`src/rtl/channel_scale_unit_pkg.sv`:
```
// Shared types and width helpers for the channel scaling stage.
package channel_scale_unit_pkg;

  typedef enum logic [2:0] {
    S_IDLE,
    S_GATE_REQ,
    S_GATE_LATCH,
    S_STREAM,
    S_DRAIN,
    S_DONE
  } state_t;

  function automatic int unsigned pixel_count(input int unsigned img_w, input int unsigned img_h);
    return img_w * img_h;
  endfunction

  // Product width, plus one guard bit so the rounding bias cannot overflow.
  function automatic int unsigned prod_w(input int unsigned data_w);
    return 2 * data_w;
  endfunction

  function automatic int unsigned round_w(input int unsigned data_w);
    return 2 * data_w + 1;
  endfunction

endpackage

```
`src/rtl/channel_scale_unit_gate_mul_sat.sv`:
```
// Single-channel signed multiply by a fixed-point gate, round half up, saturate.
module gate_mul_sat
  import channel_scale_unit_pkg::*;
#(
  parameter int unsigned DATA_W    = 8,
  parameter int unsigned GATE_FRAC = 7
) (
  input  logic signed [DATA_W-1:0] fm,
  input  logic signed [DATA_W-1:0] gate_val,
  output logic signed [DATA_W-1:0] scaled
);

  localparam int unsigned PW = prod_w(DATA_W);
  localparam int unsigned RW = round_w(DATA_W);
  localparam logic signed [RW-1:0] BIAS    = RW'(2 ** (GATE_FRAC - 1));
  localparam logic signed [RW-1:0] SAT_MAX = RW'(2 ** (DATA_W - 1) - 1);
  localparam logic signed [RW-1:0] SAT_MIN = RW'(-(2 ** (DATA_W - 1)));

  logic signed [PW-1:0] prod;
  logic signed [RW-1:0] biased;
  logic signed [RW-1:0] rounded;

  always_comb begin
    prod    = fm * gate_val;
    biased  = {prod[PW-1], prod} + BIAS;
    rounded = biased >>> GATE_FRAC;
    if (rounded > SAT_MAX) begin
      scaled = SAT_MAX[DATA_W-1:0];
    end else if (rounded < SAT_MIN) begin
      scaled = SAT_MIN[DATA_W-1:0];
    end else begin
      scaled = rounded[DATA_W-1:0];
    end
  end

endmodule

```
`src/rtl/channel_scale_unit.sv`:
```
// Scales every pixel of the feature map by a per-channel gate latched once per frame.
module channel_scale_unit
  import channel_scale_unit_pkg::*;
#(
  parameter int unsigned DATA_W    = 8,
  parameter int unsigned IN_CH     = 8,
  parameter int unsigned IMG_W     = 5,
  parameter int unsigned IMG_H     = 4,
  parameter int unsigned FM_ADDR_W = 10,
  parameter int unsigned GATE_FRAC = 7
) (
  input  logic                      clk,
  input  logic                      rst,
  input  logic                      i_clk_en,
  input  logic                      i_start,
  output logic                      o_busy,
  output logic                      o_done,
  output logic                      o_gate_rd_addr,
  input  logic [IN_CH*DATA_W-1:0]   i_gate_rd_data_flat,
  output logic                      o_fm_rd_en,
  output logic [FM_ADDR_W-1:0]      o_fm_rd_addr,
  input  logic [IN_CH*DATA_W-1:0]   i_fm_rd_data_flat,
  output logic                      o_out_wr_en,
  output logic [FM_ADDR_W-1:0]      o_out_wr_addr,
  output logic [IN_CH*DATA_W-1:0]   o_out_wr_data_flat
);

  localparam int unsigned          PIXEL_COUNT = pixel_count(IMG_W, IMG_H);
  localparam logic [FM_ADDR_W-1:0] LAST_PIX    = FM_ADDR_W'(PIXEL_COUNT - 1);

  state_t                    state, state_nxt;
  logic [FM_ADDR_W-1:0]      rd_cnt, rd_addr_d1, wr_addr_q;
  logic                      rd_vld_d1, wr_vld_q;
  logic [IN_CH*DATA_W-1:0]   gate_q, scaled_flat, wr_data_q;
  logic                      stream_rd;

  assign stream_rd = (state == S_STREAM);

  always_comb begin
    state_nxt = state;
    case (state)
      S_IDLE:       if (i_start) state_nxt = S_GATE_REQ;
      S_GATE_REQ:   state_nxt = S_GATE_LATCH;
      S_GATE_LATCH: state_nxt = S_STREAM;
      S_STREAM:     if (rd_cnt == LAST_PIX) state_nxt = S_DRAIN;
      S_DRAIN:      if (wr_vld_q && (wr_addr_q == LAST_PIX)) state_nxt = S_DONE;
      S_DONE:       state_nxt = S_IDLE;
      default:      state_nxt = S_IDLE;
    endcase
  end

  always_ff @(posedge clk or posedge rst) begin
    if (rst) begin
      state <= S_IDLE;
    end else if (i_clk_en) begin
      state <= state_nxt;
    end
  end

  // Read strobe and address travel two stages so the write lines up with the registered product.
  always_ff @(posedge clk or posedge rst) begin
    if (rst) begin
      rd_cnt     <= '0;
      rd_addr_d1 <= '0;
      wr_addr_q  <= '0;
      rd_vld_d1  <= 1'b0;
      wr_vld_q   <= 1'b0;
      gate_q     <= '0;
      wr_data_q  <= '0;
    end else if (i_clk_en) begin
      rd_cnt     <= stream_rd ? rd_cnt + FM_ADDR_W'(1) : '0;
      rd_addr_d1 <= rd_cnt;
      wr_addr_q  <= rd_addr_d1;
      rd_vld_d1  <= stream_rd;
      wr_vld_q   <= rd_vld_d1;
      if (rd_vld_d1) wr_data_q <= scaled_flat;
      if (state == S_GATE_LATCH) begin
        for (int unsigned c = 0; c < IN_CH; c++) begin
          gate_q[c*DATA_W +: DATA_W] <= i_gate_rd_data_flat[c*DATA_W + DATA_W - 1]
                                        ? '0 : i_gate_rd_data_flat[c*DATA_W +: DATA_W];
        end
      end
    end
  end

  for (genvar c = 0; c < IN_CH; c++) begin : g_ch
    gate_mul_sat #(
      .DATA_W   (DATA_W),
      .GATE_FRAC(GATE_FRAC)
    ) u_mul (
      .fm      (i_fm_rd_data_flat[c*DATA_W +: DATA_W]),
      .gate_val(gate_q[c*DATA_W +: DATA_W]),
      .scaled  (scaled_flat[c*DATA_W +: DATA_W])
    );
  end

  assign o_busy             = (state != S_IDLE);
  assign o_done             = (state == S_DONE) && i_clk_en;
  assign o_gate_rd_addr     = 1'b0;
  assign o_fm_rd_en         = stream_rd && i_clk_en;
  assign o_fm_rd_addr       = rd_cnt;
  assign o_out_wr_en        = wr_vld_q && i_clk_en;
  assign o_out_wr_addr      = wr_addr_q;
  assign o_out_wr_data_flat = wr_data_q;

endmodule

```
`config.mk`:
```
export PLATFORM = sky130hd
export DESIGN_NAME = channel_scale_unit
export DESIGN_NICKNAME = d
export VERILOG_FILES = /design/src/rtl/channel_scale_unit_pkg.sv /design/src/rtl/channel_scale_unit_gate_mul_sat.sv /design/src/rtl/channel_scale_unit.sv
export SDC_FILE = /design/constraint.sdc
export NUM_CORES = 1
export LEC_CHECK = 0
export CAP_MARGIN = 30
export CELL_PAD_IN_SITES_DETAIL_PLACEMENT = 1
export CELL_PAD_IN_SITES_GLOBAL_PLACEMENT = 2
export CORE_UTILIZATION = 35
export CTS_CLUSTER_SIZE = 24
export DETAILED_ROUTE_END_ITERATION = 7
export PLACE_DENSITY_LB_ADDON = 0.1
export SETUP_SLACK_MARGIN = 0.02
export SLEW_MARGIN = 20
export SYNTH_ARGS = -nofsm -noshare
export SYNTH_HDL_FRONTEND = slang
export SYNTH_HIERARCHICAL = 1
export SYNTH_SLANG_ARGS = --single-unit
```
`constraint.sdc`:
```
create_clock -name clk -period 12 [get_ports clk]
set_input_delay 3.6 -clock clk [delete_from_list [all_inputs] [get_ports clk]]
set_output_delay 3.6 -clock clk [all_outputs]
set_load 0.02 [all_outputs]
```
# After elaboration in Yosys (flattened, before gate mapping)
# Cells that the tools add are included.
word_totals:
  output_inout_bits: 89
  register_bits: 162
  elab_cells: 89
  input_bits: 132
classes:
  multipliers: 8
  n_eq_ne: 10
  muxes: 29
  n_reduce_logical: 9
  order_cmp: 16
  addsub: 9
op_table:
  columns: ["cell", "n"]
  rows:
  - ["$add A16 B8 Y17 const B", 8]
  - ["$mul A8 B8 Y16", 8]
  - ["$mux W8", 16]
  - ["$gt A10 B8 Y1 const B", 8]
  - ["$lt A10 B8 Y1 const B", 8]
  - ["$mux W7", 8]
  - ["$eq A10 B5 Y1 const B", 2]
  - ["$pmux W3 S5", 1]
  - ["$add A10 B1 Y10 const B", 1]
  - ["$mux W10", 1]
  - ["$mux W3", 3]
  - ["$eq A3 B2 Y1 const B", 2]
  - ["$eq A3 B3 Y1 const B", 2]
  - ["$logic_and A1 B1 Y1", 4]
  - ["$ne A2 B2 Y1 const B", 2]
  - ["$reduce_and A2 Y1", 2]
  - ["$reduce_and A4 Y1", 1]
  - ["$eq A3 B1 Y1 const B", 1]
  - ["$logic_not A3 Y1", 1]
  - ["$reduce_bool A3 Y1", 1]
  - ["$ne A2 B1 Y1 const B", 1]

# Depth between registers and ports, before layout
# Gate-level depths: netlist of the first run.
logic_depth:
  word_depth: 5
  ltp_mapped: 21
  depth_no_buf: 19

# By module
# The synthesis of the first run kept the hierarchy.
by_module_without_submodules:
  columns: ["module", "seq_area_each_um2", "area_each_um2", "cells_each", "n_inst"]
  rows:
  - ["channel_scale_unit", 3878.7, 6241.0, 503, 1]
  - ["gate_mul_sat (g_ch[4].u_mul ...)", 0.0, 2603.7, 293, 2]
  - ["gate_mul_sat (g_ch[1].u_mul ...)", 0.0, 2595.0, 293, 2]
  - ["gate_mul_sat (g_ch[0].u_mul)", 0.0, 2727.6, 309, 1]
  - ["gate_mul_sat (g_ch[7].u_mul)", 0.0, 2705.1, 300, 1]
  - ["gate_mul_sat (g_ch[6].u_mul)", 0.0, 2668.8, 295, 1]
  - ["gate_mul_sat (g_ch[3].u_mul)", 0.0, 2667.6, 298, 1]

# Least setup slack after synthesis of the first run
# Ideal clock, no wire load.
synth_timing:
  kind: "input-to-output"
  startpoint: "in i_clk_en"
  endpoint: "out o_done"
  path_buffers: 1
  setup_slack_ns: 3.733
  arrival_time_ns: 4.667
  stages: 3
  required_ns: 8.400
  cell_sequence: "buf_2 -> clkinv_1 -> nor4_1"
synth_via:
  elab_chain_cells: 1
synth_rtl:
  columns: ["item", "line", "text"]
  rows:
  - ["start, declared", "channel_scale_unit.sv:14", "input logic i_clk_en,"]
  - ["$logic_and A1 B1 Y1", "channel_scale_unit.sv:98", "assign o_done = (state == S_DONE) && i_clk_en;"]
  - ["end, declared", "channel_scale_unit.sv:17", "output logic o_done,"]
# Every way passes these cells.

# Worst setup path after layout of the first run
layout_timing:
  startpoint: "in i_clk_en"
  endpoint: "out o_fm_rd_en"
layout_via:
  elab_chain_cells: 1
layout_rtl:
  columns: ["item", "line", "text"]
  rows:
  - ["$logic_and A1 B1 Y1", "channel_scale_unit.sv:100", "assign o_fm_rd_en = stream_rd && i_clk_en;"]
  - ["end, declared", "channel_scale_unit.sv:20", "output logic o_fm_rd_en,"]
# Every way passes these cells.

==> results of run 1 <==
-- layout by cell type, fill, tap and decap left out, types with 65 or more instances in the layout --
cell | netlist | final
dfrtp_1 | 155 | 155
inv_1 | 595 | 594
ha_1 | 209 | 209
clkdlybuf4s50_1 | 0 | 219
fa_1 | 456 | 456
xnor2_1 | 78 | 78
a21oi_1 | 77 | 77
and2_1 | 293 | 293
mux2_2 | 95 | 95
nand2b_1 | 65 | 65
nand2_1 | 234 | 233
o21ai_0 | 93 | 93
conb_1 | 1 | 73
-- final cells by class --
type	instances	area, um2	area share, %
Tap cell	1040	1300	4.11
Clock inverter	15	190	0.601
Clock buffer	17	425	1.34
Multi-Input combinational cell	2157	21400	67.5
Sequential cell	155	3880	12.3
Timing Repair Buffer	225	2240	7.07
Inverter	599	2250	7.12
-- synthesized netlist by cell type, types with 8 or more instances --
master | number | area (um2)
inv_1 | 595 | 2230
fa_1 | 456 | 9130
and2_1 | 293 | 1830
nand2_1 | 234 | 878
ha_1 | 209 | 2620
dfrtp_1 | 155 | 3880
mux2_2 | 95 | 1070
o21ai_0 | 93 | 465
xnor2_1 | 78 | 683
a21oi_1 | 77 | 385
nand2b_1 | 65 | 407
nor2b_1 | 59 | 369
nor2_1 | 54 | 203
nand3_1 | 36 | 180
o21ai_1 | 28 | 140
and3_1 | 23 | 144
nor3_1 | 23 | 115
a21o_1 | 22 | 165
buf_2 | 21 | 105
xor2_1 | 21 | 184
clkbuf_1 | 11 | 41.3
a31oi_1 | 10 | 62.6
or2_2 | 10 | 62.6
or3_1 | 10 | 62.6
a21oi_2 | 9 | 78.8
o211ai_1 | 9 | 67.6
o22ai_1 | 9 | 56.3
a211oi_1 | 8 | 60.1
nand4_1 | 8 | 50.1
o21a_1 | 8 | 60.1
-- critical path, cell delays in order --
cell             delay (ps)
clkdlybuf4s50_1         460
buf_4                   380
clkinv_1                390
or2_0                   420
inv_1                   160
clkdlybuf4s50_1         620
-- registers in the layout, summed over array words and instances, names as in the netlist --
name and count:
gate_q 56, wr_vld_q 1, o_fm_rd_addr 10, state 3
o_out_wr_data_flat 64, o_out_wr_addr 10, rd_vld_d1 1, rd_addr_d1 10
-- final timing paths --
check | from | end
worst max-delay path | i_clk_en | o_fm_rd_en
worst min-delay path | rd_addr_d1[8]$_DFFE_PP0P_ | o_out_wr_addr[8]$_DFFE_PP0P_
worst max register to register | gate_q[2]$_DFFE_PP0P_ | o_out_wr_data_flat[3]$_DFFE_PP0P_
worst min register to register | rd_addr_d1[8]$_DFFE_PP0P_ | o_out_wr_addr[8]$_DFFE_PP0P_
max in group asynchronous | rst | o_out_wr_data_flat[42]$_DFFE_PP0P_
min in group asynchronous | rst | o_out_wr_data_flat[56]$_DFFE_PP0P_
-- metal layers --
layer | vias up | routed length, um
li1 | 9537 | -
met1 | 10300 | 31600
met2 | 200 | 35400
met3 | 50 | 2020
met4 | 2 | 909
met5 | - | 13
-- kinds of logic after synthesis --
group | synth area share [%]
AOI/OAI and AO/OA | 9.68
muxes | 4.10
buffers and inverters | 8.91
and+or+nand+nor | 17.1
adders and majority gates | 42.8
DFF | 14.2
other | 0.0137
xor gates and xnor gates | 3.22
-- per-stage QoR --
| step | setup slack, ps | util [%] | hold slack (ps) |
|---|---|---|---|
| 6_report | 2350 | 40.9 | 506 |
| 3_5_place_dp | 2340 | 40.1 | 492 |
| 2_1_floorplan | 3730 | - | 454 |
| 5_1_grt | 2190 | 40.9 | 524 |
| 4_1_cts | 2330 | 40.9 | 510 |
| 3_3_place_gp | 2420 | 40.1 | 484 |
==> results.yml, run 1 <==
status:
  status: "finished, final reports clean"
placement:
  place.gp.congestion: 0.799
  dp.cells: 4176
  portBuffers: 219
  place_area_um2: 31000
  dp_hpwl_um: 59300
floorplan:
  die_y_um: 282
  die_x_um: 282
  core_um2: 77500
  pin_count: 221
  start_util_pct: 35.4
  die-area_um2: 79400
  rows: 102
synth:
  ys_async_sr_fraction_pct: 100
  synth-edff-count: 0
  synth.cell_area_um2: 27400
  syn_inst: 2877
  synth-seq-area-share_pct: 14.2
  ys_ff_latch: 155
  synthFlopType: "dfrtp_1"
  ys_warn_count: 6
  synth.distinct_cells: 105
  avgSynthCellArea_um2: 9.53
sta:
  slew_viol_final: 0
  period_minus_slack_ps: 9650
  worstMarginPinSlew_ps: 868
  hold_viol: 0
  period_share_pct: 80.4
  slew_headroom_pct: 42.1
  rsz0062_at_grt: "no"
  setup_viol: 0
  tns_ps: 0
  fmax_ghz: 0.104
  fin_skew_ps: 22.7
route:
  drt-initial-drc-count: 512
  drtAntennaViolNets: 0
  wl_um: 70000
  vias: 20100
  drcViolationCount: 0
  vias_per_cell: 4.78
  wire_per_inst_um: 16.6
  firstDrtPassIters: 4
critical_path:
  rr_worst_depth: 17
  arrival_ps: 6050
  critPathLaunchType: "input pin"
  r2r_slack_ps: 6450
  crit_type: "in -> out"
  endpoint_kind: "output port"
  required_ps: 8400
  path_max_fanout: 34
cells_and_area:
  stdcell_area_um2: 31700
  nFillCells: 8934
  final_cells: 4208
  nNetsFinal: 3952
  drive_above_1_share_pct: 6.98
  diodes: 0
  synthToLayoutAreaGrowth_pct: 15.5
hold_path:
  hold_depth: 1
  min_path_type: "reg -> reg"
clock_tree:
  cts-resized-gates: 0
  postCtsSetupBuffers: 0
  clkTransAtPathRegs_ps: 80
  clock_latency_ps: 490
  clk_path_buf_depth: 2
  cts.sinks: 155
  cts_tree: "yes"
  htree_levels: 4
  cts_inserted_buffers: 17
  clockRootBuffer: "clkbuf_16"
  holdBufCountCts: 0
grt:
  grt_use_met3_pct: 2.91
  grt_pass1_wl_um: 122000
  grt_pass1_vias: 23600
  busiest_layer: "met2"
  antenna_found_initial: 1
  grtUsageMet1_pct: 24.8
  grt-ovfl-total: 0
  met2_usage_pct: 33.7
  grt_start_max_net_pins: 74
  track_usage_pct: 19.2
run:
  cap_viol_max_count: 0
Power of run 1 is not shown: default switching activity piles up to over one toggle a cycle in this logic, so the estimate is an artifact.
==> inputs of run 2 (changes only) <==
- clock period: 12 -> 10 ns (I/O delays scaled with it)
==> run 2 against run 1 <==
Die area did not move. Hold slack worse by 7.0 ps. Register-to-register slack worse by 2000 ps.
==> results.yml, run 2 (synthesized netlist as in run 1, its figures left out) <==
placement:
  place.gp.congestion: 0.832
  post-place-ws_ps: 1300
  portBuffers: 219
  dp.cells: 4176
  dp_hpwl_um: 59700
floorplan:
  rows: 102
  die-area_um2: 79400
  die_x_um: 282
  die_y_um: 282
  start_util_pct: 35.4
  core_um2: 77500
  pin_count: 221
critical_path:
  path_cells: "clkdlybuf4s50_1, buf_4, clkinv_1, or2_0, inv_1, clkdlybuf4s50_1"
  crit_top_cell: "clkdlybuf4s50_1"
  slowest_delay_ps: 630
  r2r_start: "gate_q[2]$_DFFE_PP0P_"
  arrival_ps: 5450
  required_ps: 7000
  crit_slowest_cell: "clkdlybuf4s50_1"
  crit_type: "in -> out"
  endpoint_kind: "output port"
  critPathLaunchType: "input pin"
  path_max_fanout: 34
  crit_start: "i_clk_en"
clock_tree:
  htree_levels: 4
  cts.sinks: 155
  clock_latency_ps: 510
  clockRootBuffer: "clkbuf_16"
  cts-resized-gates: 0
  holdBufCountCts: 0
  cts_inserted_buffers: 17
  postCtsSetupBuffers: 0
  clk_path_buf_depth: 2
  cts_tree: "yes"
  clkTransAtPathRegs_ps: 80
sta:
  fin_skew_ps: 14.7
  setup_viol: 0
  worstMarginPinSlew_ps: 810
  finalWorstSetupSlack_ps: 1550
  period_share_pct: 84.5
  rsz0062_at_grt: "no"
  slew_headroom_pct: 46.0
  tns_ps: 0
  slew_viol_final: 0
  fmax_ghz: 0.118
  hold_viol: 0
  period_minus_slack_ps: 8450
route:
  wire_per_inst_um: 16.8
  drtAntennaViolNets: 0
  wl_um: 70900
  drt-initial-drc-count: 592
  vias: 20200
  vias_per_cell: 4.79
  firstDrtPassIters: 6
  drcViolationCount: 0
cells_and_area:
  largest_register_ffs: 64
  nNetsFinal: 3953
  final_common_cell: "inv_1"
  layout_common_cells: "594 x inv_1, 456 x fa_1, 293 x and2_1"
  synthToLayoutAreaGrowth_pct: 15.6
  drive_above_1_share_pct: 7.01
  final_cells: 4211
  final_util_pct: 40.9
grt:
  grt_pass1_wl_um: 121000
  grt-ovfl-total: 0
  antenna_found_initial: 2
  grt_pass1_vias: 23300
  track_usage_pct: 19.2
  grt_start_max_net_pins: 71
run:
  cap_viol_max_count: 0
hold_path:
  min_path_type: "reg -> reg"
  hold_path.startpoint: "rd_addr_d1[8]$_DFFE_PP0P_"
status:
  status: "finished, final reports clean"
run 2: metrics by stage:
| step | hold slack, ps | instance area [um2] |
|---|---|---|
| 2_1_floorplan | 454 | 27700 |
| 3_3_place_gp | 483 | 31000 |
| 3_5_place_dp | 491 | 31000 |
| 4_1_cts | 501 | 31700 |
| 5_1_grt | 526 | 31700 |
| 6_report | 499 | 31700 |
run 2: worst paths after layout:
kind                                                           to  slack [ps]  cells past startpoint
worst min register to register       o_out_wr_addr[8]$_DFFE_PP0P_         500                      1
max in group asynchronous            o_out_wr_addr[0]$_DFFE_PP0P_        5940                      3
worst max register to register  o_out_wr_data_flat[1]$_DFFE_PP0P_        4430                     17
worst min-delay path                 o_out_wr_addr[8]$_DFFE_PP0P_         500                      1
worst max-delay path                                   o_fm_rd_en        1550                      6
min in group asynchronous                   gate_q[2]$_DFFE_PP0P_        2890                      2
run 2: final cells by class:
cell class,count,area [um2]
antenna,2,5.00
multi-input combinational,2157,21400
inverter,599,2250
fill,8901,45800
sequential,155,3880
tap,1040,1300
clock inverter,15,191
timing repair buffer,226,2260
clock buffer,17,425
run 2: critical path, delay by kind of cell:
family | cells | cell delay [ps]
buffers and inverters | 5 | 2030
AND/OR/NAND/NOR | 1 | 410
run 2: layer usage:
layer | GRT usage (%) | share of wire (%)
met1 | 24.3 | 45
met2 | 33.9 | 51
met3 | 2.99 | 2.7
met4 | 4.92 | 1.8
met5 | 0 | 0.017
Power of run 2 is left out for the same reason.
